`src/rtl/xor_stream_descrambler.sv`:
```
// Receive-side XOR stream descrambler: each accepted word is XORed with the low
// WIDTH bits of a 16-bit Fibonacci LFSR that runs in lock-step with the transmitter.
module xor_stream_descrambler #(
  parameter int unsigned      WIDTH = 16,
  parameter logic [15:0]      SEED  = 16'hACE1
) (
  input  logic              clk,
  input  logic              rst_n,
  input  logic              init,
  input  logic [15:0]       seed_in,
  input  logic [WIDTH-1:0]  in_data,
  input  logic              in_valid,
  output logic              in_ready,
  output logic [WIDTH-1:0]  out_data,
  output logic              out_valid,
  input  logic              out_ready,
  output logic [15:0]       word_count
);

  typedef enum logic {
    ST_EMPTY = 1'b0,
    ST_FULL  = 1'b1
  } state_t;

  state_t            state_q, state_d;
  logic [15:0]       lfsr_q, lfsr_d;
  logic [WIDTH-1:0]  data_q, data_d;
  logic [15:0]       count_q, count_d;
  logic              accept;
  logic              drain;

  // x^16 + x^14 + x^13 + x^11 + 1, shifting towards the MSB.
  function automatic logic [15:0] lfsr_step(input logic [15:0] s);
    return {s[14:0], s[15] ^ s[13] ^ s[12] ^ s[10]};
  endfunction

  assign out_valid  = (state_q == ST_FULL);
  assign out_data   = data_q;
  assign word_count = count_q;

  // init blocks acceptance so a word offered alongside it is held upstream.
  assign in_ready = ~init & (~out_valid | out_ready);
  assign accept   = in_valid & in_ready;
  assign drain    = out_valid & out_ready;

  always_comb begin
    // NOTE: every signal gets a default first so no path can infer a latch.
    state_d = state_q;
    lfsr_d  = lfsr_q;
    data_d  = data_q;
    count_d = count_q;

    if (init) begin
      lfsr_d  = (seed_in == 16'h0000) ? SEED : seed_in;
      state_d = ST_EMPTY;
      count_d = 16'h0000;
    end else if (accept) begin
      data_d  = in_data ^ lfsr_q[WIDTH-1:0];
      state_d = ST_FULL;
      lfsr_d  = lfsr_step(lfsr_q);
      count_d = count_q + 16'd1;
    end else if (drain) begin
      // out_data keeps its last value once drained.
      state_d = ST_EMPTY;
    end
  end

  // NOTE: non-blocking assignments keep all state updating together on the edge.
  always_ff @(posedge clk or negedge rst_n) begin
    if (!rst_n) begin
      state_q <= ST_EMPTY;
      lfsr_q  <= SEED;
      data_q  <= '0;
      count_q <= 16'h0000;
    end else begin
      state_q <= state_d;
      lfsr_q  <= lfsr_d;
      data_q  <= data_d;
      count_q <= count_d;
    end
  end

endmodule

```
`config.mk`:
```
export PLATFORM = sky130hd
export DESIGN_NAME = xor_stream_descrambler
export DESIGN_NICKNAME = d
export VERILOG_FILES = /design/src/rtl/xor_stream_descrambler.sv
export SDC_FILE = /design/constraint.sdc
export NUM_CORES = 1
export LEC_CHECK = 0
export CAP_MARGIN = 25
export CORE_ASPECT_RATIO = 0.8
export CORE_UTILIZATION = 40
export DETAILED_ROUTE_END_ITERATION = 12
export PLACE_DENSITY_LB_ADDON = 0.05
export SLEW_MARGIN = 20
export SYNTH_ARGS = -nofsm -noshare
export SYNTH_HDL_FRONTEND = slang
export SYNTH_SLANG_ARGS = --single-unit
```
`constraint.sdc`:
```
create_clock -name clk -period 1.9 [get_ports clk]
set_input_delay 0.475 -clock clk [delete_from_list [all_inputs] [get_ports clk]]
set_output_delay 0.475 -clock clk [all_outputs]
set_load 0.005 [all_outputs]
```
==> results.cfg <==
[status]
status = finished clean

[sta]
grt_setup_unrepaired = no
final_max_slew_viol_count = 0
clock_skew_ps = 5.486
setup_slack_ps = 97.82
hold_viol_final = 0
fin_crit_ps = 1802
setup_viol = 0
setup_tns_ps = 0
whs_ps = 143.2
slew_headroom = 0.7693
finalCritPeriodShare = 0.9485
max_freq_ghz = 0.5549
tightest_slew_ps = 342.9

[synthesis]
ys_warn_count = 0
synth-seq-cells = 49
avgSynthCellArea_um2 = 9.767
synth_commonest_cells = dfrtp_1, nand2_1, o21ai_0, xnor2_1, a21oi_1
syn_inst = 237
synth_nets = 275
seq_area_frac_synth = 0.5341
syn-cell-area_um2 = 2315
yosys.cell_count.top_type = dfrtp_1
synth_area_leaders = dfrtp_1, dfstp_2, xnor2_1, o21ai_0, nand2_1
synth.largest_area_cell = dfrtp_1
synthDistinctLibCells = 32
synth-async-reset-ratio = 1.000
synthFlopType = dfrtp_1
synth_top_area_frac = 0.4432
synth_edf_count = 0

[clocking]
numCtsBuffers = 5
cts_buffer_depth = 2
clock_latency_ps = 300
numClockSinks = 49
htreeDepth = 2
cts_setup_buffers = 0
path_clk_slew_ps = 90
cts_root_buf = clkbuf_8
cts_tree = built

[worst_setup_path]
crit_path_max_fanout = 7
startpoint_type = register
crit_required_ps = 2130
critPathKind = reg2reg
crit_arrival_ps = 2040
worst_setup_path_end_kind = register

[power]
peakVddDrop_v = 0.0003542
clkPwrFrac = 0.252
p_int_uw = 1753
leakage_uw = 0.001371
switching_power_uw = 624.5
power_density_nw_per_um2 = 714.8
p_total_uw = 2378
p_comb_frac = 0.218
swShare = 0.2626
seqPwrFrac = 0.530

[drt]
drc_errors = 0
met1_length_um = 2743
vias = 2016
postRouteAntennaNets = 0
vias_per_cell = 5.053
wl_met3_um = 230
dr.pass1.iters = 4
wirelength_um = 5540
drtIter0Drc = 138
routedWlPerCell_um = 13.88
top_layer = met4
routed-wl-met2_um = 2524

[cells_and_area]
drive_above_1_share = 0.1340
final_nets = 358
areaGrowthSynthToFinish_pct = 43.73
n_antenna_cell = 0
utilization = 0.6021

[floorplan]
core_um2 = 5525
start_util = 0.4189
ios = 71
rows = 24
die_x_um = 87.05
die_y_um = 70.04
dieArea_um2 = 6097

[job]
drv_cap = 0

[min_path]
hp-class = in2async

[global_routing]
grt_overflow = 0
grt_pass1_wl_um = 9308
grt_pass1_vias = 1938
grt_max_degree = 50
grt_antenna_before_repair = 0
grt.total_usage = 0.1957

[placement]
port_buffers = 70
gp_congestion = 0.7965
post-dp-hpwl_um = 3927
place_ws_ps = -357.2
[sequential cells by signal, indices dropped and copies added, names as in the netlist]
name	cells
lfsr_q	16
out_data	16
word_count	16
out_valid	1
[worst paths after layout]
kind                       slack [ps]  depth (start not counted)          from        endpoint
setup / recovery                  100                          4     out_valid   word_count[9]
hold / removal                    140                          2         rst_n  word_count[14]
setup reg to reg                  100                          4     out_valid   word_count[9]
hold reg to reg                   480                          2  out_data[12]    out_data[12]
max in group asynchronous        1460                          2         rst_n       lfsr_q[7]
min in group clk                  480                          2  out_data[12]    out_data[12]
[timing repair]
action                                  in CTS  in global routing
endpoints found under the setup margin       5                  4
hold buffers                                 0                  0
gates resized for setup                      3                  9
pin swaps                                    1                  2
[routing by layer]
metal | global-route usage | vias to the layer above
met4 | 0.05000 | 0
met2 | 0.2922 | 42
met3 | 0.04255 | 4
met5 | 0 | -
li1 | - | 996
met1 | 0.2875 | 974
[placed cells by master, fill, tap and decap left out, types with 2 or more instances in the layout]
| cell | n |
|---|---|
| or3_1 | 2 |
| a21oi_2 | 3 |
| o211ai_1 | 2 |
| clkdlybuf4s50_1 | 65 |
| xor2_1 | 3 |
| nand4_1 | 4 |
| dfstp_2 | 8 |
| nand3_1 | 6 |
| clkbuf_1 | 2 |
| buf_4 | 15 |
| clkbuf_8 | 5 |
| nor2_1 | 11 |
| nand2_1 | 32 |
| nor4_1 | 5 |
| or4_4 | 4 |
| xnor2_1 | 21 |
| dfrtp_1 | 41 |
| a21oi_1 | 12 |
| buf_12 | 2 |
| a22oi_1 | 7 |
| inv_1 | 10 |
| and4_1 | 2 |
| dlygate4sd2_1 | 3 |
| o22ai_1 | 8 |
| o31ai_1 | 5 |
| o21ai_0 | 28 |
[power by group through the flow]
stage / logic [uW] / clock network, uW / registers (uW)
after global placement: 517 / 0 / 1280
after floorplan: 198 / 0 / 1270
after global routing: 578 / 665 / 1280
final: 519 / 599 / 1260
after detailed placement: 524 / 0 / 1280
after CTS: 525 / 621 / 1260
[per-stage QoR]
step,cell area (um2),cells
after floorplan,2328,237
after global placement,3214,391
after detailed placement,3214,391
after CTS,3294,399
after global routing,3327,399
final,3327,399
[worst max-delay path: stages, from the launching register on]
cell and delay, ps:
dfrtp_1 400, nor2b_2 170, or4_4 590, or4_4 440, a21oi_2 140
[cells by family after synthesis]
kind of cell	share of synthesized area
xor+xnor	0.09081
compound gates	0.1632
simple gates	0.1595
flops	0.5341
mux	0.009189
fa+ha+maj	0.005405
buf+inv	0.03784
[layout make-up]
| cell class | instances | area (um2) |
|---|---|---|
| flip-flops and latches | 49 | 1236 |
| inverters | 10 | 37.54 |
| repair buffers | 87 | 847.1 |
| clock buffers | 7 | 76.32 |
| clock inverters | 1 | 7.507 |
| fillers | 520 | 2198 |
| well taps | 78 | 97.59 |
| multi-input cells | 167 | 1025 |
Power figures use the tool's default switching activity.
